[src/rtl/temp_sample_sequencer.sv]
// temp_sample_sequencer
// Periodic sampling controller for the temperature-sensor path. A period
// counter schedules automatic samples, Force requests an immediate one, and
// each sample is a Start/Done exchange with the sensor interface. The returned
// reading is latched into Temp for the display logic.
//
// Optional feature macro: TEMP_TIMEOUT_EN
//   defined   -> a watchdog bounds WAIT_DONE and raises the sticky Err flag
//   undefined -> WAIT_DONE waits for Done indefinitely, Err is tied low
//
// Handshake: Start is high for exactly one cycle, the cycle the FSM is in
// START. The sensor answers with a one-cycle Done pulse, and DataIn is only
// meaningful in that cycle. Done is honoured only in WAIT_DONE. Valid is a
// one-cycle pulse in the cycle after an honoured Done, the first cycle Temp
// shows the new reading. Neither side can stall the other.
module temp_sample_sequencer #(
  parameter int unsigned PERIOD  = 12500000,
  parameter int unsigned CNT_W   = 24,
  parameter int unsigned TIMEOUT = 4096,
  parameter int unsigned DATA_W  = 8
) (
  input  logic              CLK,
  input  logic              Rst,
  input  logic              En,
  input  logic              Force,
  output logic              Start,
  input  logic              Done,
  input  logic [DATA_W-1:0] DataIn,
  output logic [DATA_W-1:0] Temp,
  output logic              Valid,
  output logic              Err,
  output logic [1:0]        State
);

  typedef enum logic [1:0] {
    S_WAIT      = 2'd0,
    S_START     = 2'd1,
    S_WAIT_DONE = 2'd2
  } state_t;

  state_t            state;
  state_t            state_nxt;
  logic [CNT_W-1:0]  count;
  logic              tick;
  logic              done_ok;
  logic              timeout;

  // A period tick is only meaningful while idling with sampling enabled
  assign tick    = (state == S_WAIT) && En && (count == CNT_W'(PERIOD - 1));
  // Done only counts while a transaction is outstanding
  assign done_ok = (state == S_WAIT_DONE) && Done;

`ifdef TEMP_TIMEOUT_EN
  logic [15:0] wdog;

  // Watchdog counts from the START cycle so Err lands TIMEOUT cycles after Start; Done wins a tie
  assign timeout = (state == S_WAIT_DONE) && !Done && (wdog >= 16'(TIMEOUT - 1));

  // Watchdog runs through START and WAIT_DONE and is cleared whenever idle
  always_ff @(posedge CLK or negedge Rst) begin
    if (!Rst) begin
      wdog <= '0;
    end else if (state == S_WAIT) begin
      wdog <= '0;
    end else begin
      wdog <= wdog + 16'd1;
    end
  end

  // Err is sticky across timeouts and cleared only by a later good reading
  always_ff @(posedge CLK or negedge Rst) begin
    if (!Rst) begin
      Err <= 1'b0;
    end else if (done_ok) begin
      Err <= 1'b0;
    end else if (timeout) begin
      Err <= 1'b1;
    end
  end
`else
  assign timeout = 1'b0;
  assign Err     = 1'b0;
`endif

  // State register
  always_ff @(posedge CLK or negedge Rst) begin
    if (!Rst) begin
      state <= S_WAIT;
    end else begin
      state <= state_nxt;
    end
  end

  // Next-state: tick and Force merge into a single sample; Force is ignored outside WAIT
  always_comb begin
    state_nxt = state;
    case (state)
      S_WAIT:      if (Force || tick) state_nxt = S_START;
      S_START:     state_nxt = S_WAIT_DONE;
      S_WAIT_DONE: if (done_ok || timeout) state_nxt = S_WAIT;
      default:     state_nxt = S_WAIT;
    endcase
  end

  // Outputs decoded from the registered state
  always_comb begin
    Start = (state == S_START);
    State = state;
  end

  // Period counter advances only while idling with En; every other path restarts it from 0
  always_ff @(posedge CLK or negedge Rst) begin
    if (!Rst) begin
      count <= '0;
    end else if ((state == S_WAIT) && En && !tick && !Force) begin
      count <= count + CNT_W'(1);
    end else begin
      count <= '0;
    end
  end

  // Latch the reading and pulse Valid one cycle after an honoured Done
  always_ff @(posedge CLK or negedge Rst) begin
    if (!Rst) begin
      Temp  <= '0;
      Valid <= 1'b0;
    end else begin
      Valid <= done_ok;
      if (done_ok) begin
        Temp <= DataIn;
      end
    end
  end

endmodule

[config.mk]
export PLATFORM = sky130hd
export DESIGN_NAME = temp_sample_sequencer
export DESIGN_NICKNAME = d
export VERILOG_FILES = /design/src/rtl/temp_sample_sequencer.sv
export SDC_FILE = /design/constraint.sdc
export NUM_CORES = 1
export LEC_CHECK = 0
export CAP_MARGIN = 5
export CORE_MARGIN = 8
export CORE_UTILIZATION = 55
export CTS_BUF_LIST = sky130_fd_sc_hd__clkbuf_8
export DETAILED_ROUTE_END_ITERATION = 16
export PLACE_DENSITY = 0.8
export SYNTH_ARGS = -nofsm -noshare
export SYNTH_HDL_FRONTEND = slang
export SYNTH_SLANG_ARGS = --single-unit
[constraint.sdc]
create_clock -name CLK -period 5.4 [get_ports CLK]
set_input_delay 1.08 -clock CLK [delete_from_list [all_inputs] [get_ports CLK]]
set_output_delay 1.08 -clock CLK [all_outputs]
set_load 0.02 [all_outputs]
# After elaboration in Yosys (flattened, before gate mapping)
# Cells that the tools add are included.
# W data, S select, Z words.
dict set report classes {
  add_sub_neg 1
  multipliers 0
  div 0
  n_lt_le_gt_ge 0
  n_eq_ne 5
  shift 0
  n_mux 4
  n_bitwise 0
  reduce_logical 10
}
# operator count
set ops {}
lappend ops {{$add A24 B1 Y24 const B} 1}
lappend ops {{$eq A24 B24 Y1 const B} 1}
lappend ops {{$mux W24} 1}
lappend ops {{$pmux W2 S3} 1}
lappend ops {{$logic_and A1 B1 Y1} 5}
lappend ops {{$mux W2} 2}
lappend ops {{$eq A2 B1 Y1 const B} 1}
lappend ops {{$eq A2 B2 Y1 const B} 1}
lappend ops {{$logic_not A1 Y1} 2}
lappend ops {{$logic_not A2 Y1} 1}
lappend ops {{$ne A2 B1 Y1 const B} 1}
lappend ops {{$ne A2 B2 Y1 const B} 1}
lappend ops {{$reduce_and A2 Y1} 1}
lappend ops {{$logic_or A1 B1 Y1} 1}
dict set report totals {
  ff_bits 35
  latch_bits 0
  ramBits 0
  romBits 0
  input_bits 13
  output_inout_bits 13
  wordCells 24
  memories 0
}

# Depth between registers and ports, before layout
dict set report depth {
  ltp_word 7
  ltp_mapped 6
  mapped_depth_nobuf 5
}

# Worst setup path before layout
# Ideal clock, no wire load.
dict set report synth_path {
  kind {register to register}
  from {reg count[0]}
  to {reg count[22]}
  setup_time_ns 0.078
  arrival_time_ns 1.944
  t_required_ns 5.322
  slack_ns 3.378
  path_stages_with_launch 7
  path_buffers 1
  period_less_slack_ns 2.022
  path_cell_list {dfrtp_1 -> ha_1 -> nand4_1 -> or4_1 -> buf_2 -> or4_1 -> a21oi_1}
}
dict set report synth_via {
  elab_chain_len 6
  elab_cells_between_ends 7
  cone_classes {1 x add/sub; 1 x eq/ne; 1 x mux; 4 x reduce/logical}
}
# element line
set synth_lines {}
lappend synth_lines {{start: declaration} 43} ;# logic [CNT_W-1:0] count;
lappend synth_lines {{start signal: assignment} 116} ;# count <= count + CNT_W'(1);
lappend synth_lines {{branches (longest 5 deep; another with $add A24 B1 Y24)} --}
lappend synth_lines {{$mux W24 (*)} 115} ;# end else if ((state == S_WAIT) && En && !tick && !Force) begin
# Mark *: on every way between the ends.
# A chain may end at the register's enable or synchronous reset.

# Final worst setup path
dict set report layout_path {
  from {reg state[0] (netlist: State[0])}
  to {out Start}
}
dict set report layout_via {
  elab_chain_len 1
}
# element line
set layout_lines {}
lappend layout_lines {{start: declaration} 41} ;# state_t state;
lappend layout_lines {{start signal: assignment} 90} ;# state <= state_nxt;
lappend layout_lines {{$eq A2 B1 Y1} 107} ;# Start = (state == S_START);
lappend layout_lines {{end: declaration} 26} ;# output logic Start,
# No other way between the ends.

==> metrics.cfg <==
[timing]
finClkSkew_ps = 5.94
setup_viol = 0
fin_tns_setup_ps = 0
fmax_ghz = 0.381
min_period_ps = 2620
rsz0062_at_grt = false
slew_violations = 0
post-route-period-util_pct = 48.6
hold_viol = 0
worst_slack_ps = 2780
holdWs_ps = 474

[yosys]
synth_nets = 192
ys_ff_latch = 35
syn_area_um2 = 1660
avgSynthCellArea_um2 = 9.31
syn_inst = 178
ys_types = 33
ys_warn_count = 0
synth_seq_area_share_pct = 52.8

[power]
leakagePower_nw = 0.799
powerDensity_nw_per_um2 = 357
irDropWorstVdd_mv = 0.265
p_total_uw = 724

[worst_setup_path]
slowest_stage = clkdlybuf4s50_1
reg2reg_depth = 5
critPathKind = reg -> out
path_cells = nor2b_1, clkdlybuf4s50_1
cp_data_required_time_ps = 4320
crit_fanout = 6
path_delay_family = buffers and inverters
cp-start-kind = flop
r2r_start = count[0]$_DFF_PN0_
worstPathArrival_ps = 1540
r2r-end = count[22]$_DFF_PN0_
cp-end-kind = primary output
cp_num_buf_inv = 1
rrSetupSlack_ps = 3110
cp_slowest_stage_delay_ps = 630

[global_route]
grt_pass1_wl_um = 6090
grt_max_degree = 36
first_global_vias = 1379
gr-total-overflow = 0
antenna_found_initial = 0
grt_usage_pct = 15.1

[cells_and_area]
final_cells = 240
nets = 220
final_cell_mix = nand2_1, dfrtp_1, clkdlybuf4s50_1, nor2_1, a21oi_1
final_common_cell = nand2_1
antenna_cells = 0
areaGrowthSynthToFinish_pct = 22.5
final_layout_size_suffix_gt1_share_pct = 5.80

[clocking]
cts.repair.resized = 0
ctsHoldBuffers = 0
cts_sinks = 35
numCtsBuffers = 5
clock-root-buffer = clkbuf_8
cts_tree = done
path_clk_slew_ps = 60
cts_setup_buffers = 0
clock_latency_ps = 280
cts_max_level = 2
cts_buffer_depth = 2

[floorplanning]
pin_count = 26
die-area_um2 = 5030
start_util_pct = 56.1
coreArea_um2 = 2950
die_w_um = 70.9
dieHeight_um = 70.9
rows = 20

[detailed_routing]
drt_wl_total_um = 3690
dr.pass1.iters = 4
drt_iter0_drc = 109
ant_nets = 0
viasPerCell = 5.93
wl_per_cell_um = 15.4
drc_errors = 0
vias = 1424

[placement]
port_buffers = 24
dpl_worst_slack_ps = 2950
place_inst = 232
gp_congestion = 0.849
hpwl_um = 2710

[worst_hold_path]
hold_path_class = reg -> reg
min_from = Temp[3]$_DFFE_PN0P_
min_path_cells = 2
hold_end = Temp[3]$_DFFE_PN0P_

[run]
cap_violations = 0

[outcome]
outcome = finished clean

worst max path at each step:
stage,cells past startpoint,end,slack [ps],from
CTS,2,Start,2750,State[0]$_DFFE_PN0P_
finish,2,Start,2780,State[0]$_DFFE_PN0P_
global placement,5,Temp[4]$_DFFE_PN0P_,3040,Done
detailed placement,5,Temp[5]$_DFFE_PN0P_,2950,Done
floorplan,6,count[22]$_DFF_PN0_,3380,count[0]$_DFF_PN0_
global route,2,Start,2710,State[0]$_DFFE_PN0P_
through the flow:
| step | instance area, µm² | utilization, % |
|---|---|---|
| 2_1_floorplan | 1660 | - |
| 3_3_place_gp | 1930 | 65.4 |
| 3_5_place_dp | 1930 | 65.4 |
| 4_1_cts | 2030 | 68.8 |
| 5_1_grt | 2030 | 68.8 |
| 6_report | 2030 | 68.8 |
worst min-delay path, cell delays in order, from the launching register on:
cell and delay (ps):
dfrtp_1 340, nand2_1 50, nand2_1 50
cells in the mapped netlist (all sizes together):
master | number | share of area, %
nand4b | 1 | 0.53
conb | 1 | 0.23
or3 | 6 | 2.3
or4 | 7 | 3.4
ha | 1 | 0.75
xor2 | 3 | 1.6
nor2 | 17 | 3.8
nor3b | 1 | 0.45
nand3 | 7 | 2.1
o21ai | 8 | 2.4
clkinv | 1 | 0.23
o31ai | 4 | 1.8
nor4 | 2 | 0.75
a21oi | 11 | 3.3
nand2 | 36 | 8.2
inv | 3 | 0.68
xnor2 | 8 | 4.2
nor4b | 2 | 1.1
buf | 2 | 0.75
and4 | 3 | 1.6
nand3b | 1 | 0.45
and2 | 1 | 0.38
nor3 | 4 | 1.2
nand4bb | 1 | 0.68
nand4 | 6 | 2.3
clkbuf | 3 | 0.68
or2 | 1 | 0.38
o21ba | 1 | 0.60
dfrtp | 35 | 53
nor2b | 1 | 0.38
power breakdown:
part | total (mW) | switching, mW | internal (mW)
Combinational | 0.199 | 0.107 | 0.0920
Sequential | 0.324 | 0.0254 | 0.299
Clock | 0.201 | 0.0867 | 0.114
layer usage:
metal / wire length (µm) / part of all wire (%) / track usage, %
met1: 1480 / 40 / 17.0
met2: 1910 / 52 / 26.1
met3: 256 / 6.9 / 5.08
met4: 49 / 1.3 / 5.31
met5: 0 / 0 / 0
flip-flops by register name (all words and copies together) (netlist names):
register	count
State	2
Temp	8
Valid	1
count	24
kinds of logic (layout without fill, tap and decap cells):
family	count (synthesis)	after routing	synth area share, %
other cells	1	1	0.226
compound gates	24	24	8.15
flops	35	35	52.8
xor+xnor	11	11	5.81
buf+inv	9	38	2.34
fa+ha+maj	1	1	0.755
simple gates	97	97	29.9
final cells by class:
class	count	area (µm²)
Clock buffer	7	96.3
Clock inverter	1	3.75
Fill cell	234	922
Inverter	4	15.0
Multi-Input combinational cell	134	743
Sequential cell	35	876
Tap cell	33	41.3
Timing Repair Buffer	26	255
No activity file was read; power rests on OpenSTA's default activity.
